==> src/rtl/sensor_sched_pkg.sv <==
// sensor_sched_pkg: shared state encoding, data widths and error-bit positions
// for the sensor sampling scheduler.
package sensor_sched_pkg;
   localparam int ADC_W   = 24;
   localparam int TEMP_W  = 8;
   localparam int ERR_SPI = 0;
   localparam int ERR_I2C = 1;
   localparam int ERR_OVR = 2;
   typedef enum logic [2:0] {IDLE, SPI_REQ, SPI_WAIT, I2C_REQ, I2C_WAIT, COMMIT} state_e;
endpackage

==> src/rtl/sched_timer.sv <==
// sched_timer: loadable down-counter that parks at zero and flags it.
module sched_timer #(
   parameter int           W       = 32,
   parameter logic [W-1:0] RST_VAL = '0
) (
   input  logic         clk,
   input  logic         rst,
   input  logic         load_i,
   input  logic [W-1:0] load_val_i,
   output logic         zero_o
);
   logic [W-1:0] cnt_q, cnt_d;
   always_comb cnt_d = load_i ? load_val_i : (cnt_q != '0 ? cnt_q - 1'b1 : cnt_q);
   always_ff @(posedge clk or posedge rst)
      if (rst) cnt_q <= RST_VAL;
      else cnt_q <= cnt_d;
   assign zero_o = cnt_q == '0;
endmodule

==> src/rtl/sensor_scheduler.sv <==
// sensor_scheduler: periodically reads the accelerometer (SPI) then the temperature
// sensor (I2C), each guarded by a timeout, and publishes both values together.
module sensor_scheduler
   import sensor_sched_pkg::*;
#(
   parameter int SAMPLE_PERIOD  = 10_000_000,
   parameter int TIMEOUT_CYCLES = 2_000_000
) (
   input  logic              CLK100MHZ,
   input  logic              reset,
   input  logic              enable,
   output logic              spi_start,
   input  logic              spi_done,
   input  logic [ADC_W-1:0]  spi_data,
   output logic              i2c_start,
   input  logic              i2c_done,
   input  logic [TEMP_W-1:0] i2c_data,
   output logic [ADC_W-1:0]  adc_value,
   output logic [TEMP_W-1:0] temp_value,
   output logic              sample_valid,
   output logic [2:0]        err_flags,
   input  logic              err_clear
);
   localparam int PW = $clog2(SAMPLE_PERIOD + 1);
   localparam int TW = $clog2(TIMEOUT_CYCLES + 1);
   state_e            state_q;
   logic              pending_q;
   logic [ADC_W-1:0]  adc_sh_q;
   logic [TEMP_W-1:0] temp_sh_q;
   logic              per_zero, to_zero, to_load;
   logic              spi_ok, spi_to, i2c_ok, i2c_to;
   logic [2:0]        err_set;
   assign spi_ok  = state_q == SPI_WAIT && spi_done;
   assign spi_to  = state_q == SPI_WAIT && !spi_done && to_zero;
   assign i2c_ok  = state_q == I2C_WAIT && i2c_done;
   assign i2c_to  = state_q == I2C_WAIT && !i2c_done && to_zero;
   // timeout is armed on entry to each request state, together with its start pulse
   assign to_load = (state_q == IDLE && pending_q) || spi_ok || spi_to;
   always_comb begin
      err_set          = '0;
      err_set[ERR_SPI] = spi_to;
      err_set[ERR_I2C] = i2c_to;
      err_set[ERR_OVR] = per_zero && enable && pending_q;
   end
   sched_timer #(.W(PW), .RST_VAL(PW'(SAMPLE_PERIOD - 1))) u_period (
      .clk(CLK100MHZ), .rst(reset), .load_i(per_zero),
      .load_val_i(PW'(SAMPLE_PERIOD - 1)), .zero_o(per_zero)
   );
   sched_timer #(.W(TW), .RST_VAL('0)) u_timeout (
      .clk(CLK100MHZ), .rst(reset), .load_i(to_load),
      .load_val_i(TW'(TIMEOUT_CYCLES - 1)), .zero_o(to_zero)
   );
   always_ff @(posedge CLK100MHZ or posedge reset)
      if (reset) begin
         state_q      <= IDLE;
         pending_q    <= 1'b0;
         adc_sh_q     <= '0;
         temp_sh_q    <= '0;
         adc_value    <= '0;
         temp_value   <= '0;
         sample_valid <= 1'b0;
         spi_start    <= 1'b0;
         i2c_start    <= 1'b0;
         err_flags    <= '0;
      end else begin
         spi_start    <= 1'b0;
         i2c_start    <= 1'b0;
         sample_valid <= 1'b0;
         pending_q    <= (per_zero && enable) || (pending_q && state_q != IDLE);
         err_flags    <= (err_clear ? 3'b000 : err_flags) | err_set;
         case (state_q)
            IDLE: if (pending_q) begin
               state_q   <= SPI_REQ;
               spi_start <= 1'b1;
            end
            SPI_REQ: state_q <= SPI_WAIT;
            SPI_WAIT: if (spi_ok || spi_to) begin
               state_q   <= I2C_REQ;
               i2c_start <= 1'b1;
               if (spi_ok) adc_sh_q <= spi_data;
            end
            I2C_REQ: state_q <= I2C_WAIT;
            I2C_WAIT: if (i2c_ok || i2c_to) begin
               state_q <= COMMIT;
               if (i2c_ok) temp_sh_q <= i2c_data;
            end
            COMMIT: begin
               adc_value    <= adc_sh_q;
               temp_value   <= temp_sh_q;
               sample_valid <= 1'b1;
               state_q      <= IDLE;
            end
            default: state_q <= IDLE;
         endcase
      end
endmodule

==> config.mk <==
export PLATFORM = sky130hd
export DESIGN_NAME = sensor_scheduler
export DESIGN_NICKNAME = d
export VERILOG_FILES = /design/src/rtl/sensor_sched_pkg.sv /design/src/rtl/sched_timer.sv /design/src/rtl/sensor_scheduler.sv
export SDC_FILE = /design/constraint.sdc
export NUM_CORES = 1
export LEC_CHECK = 0
export CAP_MARGIN = 20
export CORE_MARGIN = 2
export CORE_UTILIZATION = 49
export DETAILED_ROUTE_END_ITERATION = 16
export PLACE_DENSITY = 0.77
export SLEW_MARGIN = 20
export SYNTH_ARGS = -nofsm -noshare
export SYNTH_HDL_FRONTEND = slang
export SYNTH_SLANG_ARGS = --single-unit
export TNS_END_PERCENT = 1
==> constraint.sdc <==
create_clock -name CLK100MHZ -period 3.55 [get_ports CLK100MHZ]
set_input_delay 0.71 -clock CLK100MHZ [delete_from_list [all_inputs] [get_ports CLK100MHZ]]
set_output_delay 0.71 -clock CLK100MHZ [all_outputs]
set_load 0.01 [all_outputs]
# After elaboration in Yosys (flattened, before gate mapping)
# Index checks and enable logic that the tools add are counted.
[word_totals] regBits=119 output_inout_bits=38
[classes] eq_ne=8 n_bitwise=1 n_reduce_logical=28 addsub=2 mux=14
[ops] operator="24-bit 2-to-1 mux" count=2
[ops] operator="21-bit 2-to-1 mux" count=2
[ops] operator="24-bit zero test" count=1
[ops] operator="24-bit nonzero test" count=1
[ops] operator="24-bit by 1-bit subtractor with 24-bit output, second input constant" count=1
[ops] operator="21-bit zero test" count=1
[ops] operator="21-bit nonzero test" count=1
[ops] operator="21-bit by 1-bit subtractor with 21-bit output, second input constant" count=1
[ops] operator="3-bit one-hot mux with 5 select lines" count=1
[ops] operator="3-bit 2-to-1 mux" count=4
[ops] operator="1-bit logical AND" count=10
[ops] operator="3-bit AND reduction" count=3
[ops] operator="3-bit by 2-bit == test with 1-bit output, second input constant" count=2
[ops] operator="3-bit == test, second input constant" count=2
[ops] operator="1-bit logical OR" count=5
[ops] operator="1-bit 2-to-1 mux" count=5
[ops] operator="2-bit by 1-bit != test with 1-bit output, second input constant" count=2
[ops] operator="2-bit nonzero test" count=2
[ops] operator="3-bit by 1-bit == test with 1-bit output, second input constant" count=1
[ops] operator="3-bit zero test" count=1
[ops] operator="3-bit OR" count=1
[ops] operator="3-bit nonzero test" count=1
[ops] operator="1-bit zero test" count=2
[ops] operator="2-bit != test, second input constant" count=1

# Longest topological paths before layout
[depth] word_depth=6 ltp_mapped=8

# Hierarchy
# From an unflattened synthesis, not the netlist that was laid out.
[unflattened] cells_unflattened=534 area_unflattened_um2=5989.5
[by_module_without_submodules] module="sensor_scheduler" cells_each=181 instances=1 area_per_inst_um2=2962.8 seq_area_each_um2=1851.8
[by_module_without_submodules] module="sched_timer at u_period" cells_each=185 instances=1 area_per_inst_um2=1599.0 seq_area_each_um2=618.1
[by_module_without_submodules] module="sched_timer at u_timeout" cells_each=168 instances=1 area_per_inst_um2=1427.6 seq_area_each_um2=525.5

# Least setup slack after synthesis
# OpenSTA, ideal clock, no wires.
[synth_path] path_type="register to register" start="register u_timeout.cnt_q[12]" end="register u_timeout.cnt_q[5]" period_less_slack_ns=2.100 t_required_ns=3.419 path_stages_with_launch=6 arrival_ns=1.969 setup_slack_ns=1.450 cell_sequence="dfrtp_1 -> or4_4 -> or4_4 -> o21ai_2 -> nor4_1 -> or3_1"
[synth_via] elab_chain_cells=4 word_cells_on_any_way=6 cone_classes="mux: 1; reduce/logical: 5"
[synth_rtl] element="from (decl)" line="sched_timer.sv:12" text="logic [W-1:0] cnt_q, cnt_d;"
[synth_rtl] element="from (signal assigned)" line="sched_timer.sv:16" text="else cnt_q <= cnt_d;"
[synth_rtl] element="21-bit zero test" line="sched_timer.sv:17" text="assign zero_o = cnt_q == '0;"
[synth_rtl] element="1-bit logical AND" line="sensor_scheduler.sv:34" text="assign spi_to = state_q == SPI_WAIT && !spi_done && to_zero;"
[synth_rtl] element="1-bit logical OR" line="sensor_scheduler.sv:38" text="assign to_load = (state_q == IDLE && pending_q) || spi_ok || spi_to;"
[synth_rtl] element="21-bit 2-to-1 mux or 2-bit nonzero test (tied branches)"
# Several ways; a longest one is shown, not always the timed one.
# A chain may end at the register's enable or synchronous reset.

# Worst setup path after layout
[layout_path] start="register u_period.cnt_q[7]" end="register err_flags[2]"
[layout_via] elab_chain_cells=4
[layout_rtl] element="from (decl)" line="sched_timer.sv:12"
[layout_rtl] element="from (signal assigned)" line="sched_timer.sv:16"
[layout_rtl] element="24-bit zero test" line="sched_timer.sv:17"
[layout_rtl] element="1-bit logical AND (2 in a row)" line="sensor_scheduler.sv:43" text="err_set[ERR_OVR] = per_zero && enable && pending_q;"
[layout_rtl] element="3-bit OR" line="sensor_scheduler.sv:70" text="err_flags <= (err_clear ? 3'b000 : err_flags) | err_set;"
[layout_rtl] element="to (signal assigned)" line="sensor_scheduler.sv:70"
[layout_rtl] element="to (decl)" line="sensor_scheduler.sv:21" text="output logic [2:0] err_flags,"
# No other way between the ends.

==> summary.txt <==
Global routing
  – First-pass GRT wire length: 18,600 um
  – Pin count of the biggest net entering global routing: 120
  – Vias in the first global route: 3,975
  – GRT Resource Usage Total: 21.1%
  – Antenna violations before repair: 0
  – Overflow after GRT: 0

Worst setup path
  – Critical path peak fanout: 9
  – Crit path buffers/inverters: 0
  – Type of origin of the critical path: flip-flop
  – Worst path arrival time: 2820 ps
  – CP max-delay cell: nor4_1
  – CP endpoint kind: flip-flop
  – WS Path Type: flip-flop to flip-flop
  – Max stage delay on crit path: 690 ps
  – Cell family with most CP delay: simple AND/OR/NAND/NOR gates
  – Worst Path Required: 3980 ps
  – CP cell instances: nor4_1 -> nand4_1 -> nor3_2 -> nand2_1 -> o22ai_1

Logic synthesis
  – Post-synthesis net count: 577
  – Yosys warning count: 0
  – FF+latch count, synth: 119
  – Syn avg cell area: 9.53 um2
  – Seq/Total Area, Yosys: 58.6%
  – Cell area after synthesis: 5110 um2
  – Yosys cell types: 44
  – Post-Syn Instances: 536

Power and ir drop
  – Switch share: 29.2%
  – Pint: 3.35 mW
  – Pleak: 2.98 nW
  – NetSw: 1.38 mW
  – Flop pwr share: 41.2%
  – Clk pwr share: 37.4%
  – Maximum vdd drop: 0.422 mV
  – Gate power share: 21.4%
  – PD cells: 716 nW/um2

CTS
  – Clock tree from TritonCTS: done
  – CTS Buffer Depth: 2
  – Hold bufs inserted after CTS: 0
  – Post-CTS setup buffers: 0
  – Resize count post-CTS: 0
  – Worst-skew pair later-pin latency: 510 ps
  – CTS sink cnt: 119
  – Max H-tree Level: 4
  – CTS Buf Count: 17
  – Clock Pin Slew Worst Setup and Hold Paths: 60 ps
  – CTS root buf: clkbuf_8

STA
  – Fmax: 0.418 GHz
  – Max Transition Viols Final: 0
  – Clk_skew: 5.62 ps
  – Crit path time final: 2390 ps
  – Slew margin rel.: 29.2%
  – RSZ-0062 raised after global routing: no
  – Final Setup Violations: 0
  – Total negative slack: 0 ps
  – Final Cycle Share: 67.4%
  – Post-route worst setup slack: 1160 ps
  – Hold Vio Cnt, Final: 0
  – Worst slew pin tran: 1060 ps
  – Hold_ws: 464 ps

Drt
  – Met2 routed WL: 5860 um
  – DRT iter0 DRCs: 266
  – Total number of vias: 4,015
  – DR DRC count: 0
  – Vias/cell: 5.26
  – Max Used Layer: met4
  – First-pass iteration count of the detailed router: 4
  – Antenna viol nets, final: 0
  – Routed wire length per instance: 14.5 um
  – Routed wire length: 11,100 um
  – Post-Route M1 WL: 4580 um
  – Metal3 WL: 473 um

Placed design
  – Routability Congestion: 0.854
  – DP Worst Slack: 1060 ps
  – Post-DP HPWL: 7130 um
  – Port bufs: 75

Cells and area
  – Layout cells sized above 1: 11.1%
  – Highest-count cells in the layout ignoring fill and taps: nand2_1 (197), dfrtp_1 (105), clkdlybuf4s50_1 (75)
  – Ant. Diodes: 0
  – Nets: 656
  – Area Overhead vs Synth: 29.4%
  – Commonest non-fill, non-tap cell in the layout: nand2_1

Floorplanning
  – Die area: 11,300 um2
  – Die width: 106 um
  – Starting density of the core: 49.9%
  – Row count: 37
  – Die Ht: 106 um
  – Core footprint: 10,200 um2
  – Count of boundary I/O pins: 76

Run
  – Max cap viols: 0

Outcome
  – Status: finished clean

Hold path
  – Hold Path Class: flip-flop to flip-flop
## synthesized netlist by cell type
master | n | share of area (%)
nand2b_1 | 3 | 0.37
o21ai_2 | 2 | 0.34
mux2i_1 | 1 | 0.20
a21boi_2 | 1 | 0.22
nand2_1 | 197 | 14
nor3_2 | 1 | 0.20
nand3b_1 | 3 | 0.44
nand3_1 | 12 | 1.2
and3_1 | 4 | 0.49
xnor2_1 | 20 | 3.4
nor4_4 | 1 | 0.42
o31ai_1 | 4 | 0.59
and2_1 | 1 | 0.12
o21ai_1 | 1 | 0.098
or2_2 | 3 | 0.37
mux2_2 | 9 | 2.0
or3_1 | 15 | 1.8
nor3b_1 | 1 | 0.15
nor2b_1 | 1 | 0.12
a21o_1 | 1 | 0.15
o41ai_1 | 1 | 0.17
ha_1 | 3 | 0.74
nor2_1 | 33 | 2.4
nor4_2 | 1 | 0.24
o22ai_1 | 2 | 0.24
o21ai_0 | 14 | 1.4
buf_2 | 1 | 0.098
dfstp_2 | 14 | 7.2
a21oi_1 | 7 | 0.69
o311ai_0 | 1 | 0.17
o32ai_1 | 2 | 0.34
o31a_1 | 1 | 0.17
inv_1 | 12 | 0.88
nor4b_1 | 2 | 0.34
clkbuf_1 | 15 | 1.1
or4_4 | 3 | 0.66
nand4_1 | 2 | 0.24
xor2_1 | 4 | 0.69
nor4_1 | 10 | 1.2
buf_1 | 1 | 0.073
dfrtp_1 | 105 | 51
or4_1 | 3 | 0.44
nor3_1 | 16 | 1.6
a211oi_1 | 2 | 0.29
## area by class of cell
cell class | instances | area [um2]
fillers | 790 | 3620
inverters | 12 | 48.8
clock inverters | 15 | 203
well taps | 136 | 170
flip-flops and latches | 119 | 3000
multi-input cells | 388 | 2000
clock buffers | 17 | 414
repair buffers | 77 | 778
## per-layer routing
metal,vias to the layer above,GRT usage [%]
met2,90,36.8
met4,0,7.24
li1,1928,-
met1,1982,25.7
met5,-,0
met3,15,5.27
## path summary, 6_finish.rpt
check,startpoint,depth (start not counted),endpoint,slack (ps)
min,temp_sh_q[6],2,temp_value[6],460
max in group asynchronous,reset,3,adc_value[23],2360
max reg2reg,u_period.cnt_q[7],5,err_flags[2],1160
min reg2reg,temp_sh_q[6],2,temp_value[6],460
min in group asynchronous,reset,3,u_timeout.cnt_q[19],700
max,u_period.cnt_q[7],5,err_flags[2],1160
## worst min-delay path: stages, from the launching register on
cell     delay, ps
dfrtp_1        340
nand2_1         50
nand2_1         50
## through the flow
stage | cells | area (um2) | power, mW | util, %
6_report | 764 | 6610 | 4.73 | 64.6
3_3_place_gp | 732 | 5990 | 2.92 | 58.6
2_1_floorplan | 536 | 5110 | 2.49 | -
5_1_grt | 764 | 6610 | 4.99 | 64.6
4_1_cts | 764 | 6610 | 4.78 | 64.6
3_5_place_dp | 732 | 5990 | 2.98 | 58.6
## kinds of logic after synthesis
logic type / after synthesis / synth area share [%]
and+or+nand+nor: 312 / 27.3
DFF: 119 / 58.6
AOI/OAI and AO/OA: 39 / 4.85
buffers and inverters: 29 / 2.16
xor gates and xnor gates: 24 / 4.12
muxes: 10 / 2.18
adders and majority gates: 3 / 0.735
## sequential cells by signal, summed over array words and instances, names as in the netlist
register         flops
u_period.cnt_q      24
state_q              3
spi_start            1
adc_sh_q            24
i2c_start            1
u_timeout.cnt_q     21
pending_q            1
sample_valid         1
temp_value           8
err_flags            3
temp_sh_q            8
adc_value           24
## power groups by stage
stage                     registers (mW)  clock network, mW  logic, mW
final                               1.95               1.77       1.01
after global routing                1.99               1.86       1.13
after CTS                           1.95               1.80       1.03
after detailed placement            1.96                  0       1.02
after global placement              1.94                  0      0.979
after floorplan                     1.96                  0      0.539
No activity file was read; power rests on OpenSTA's default activity.
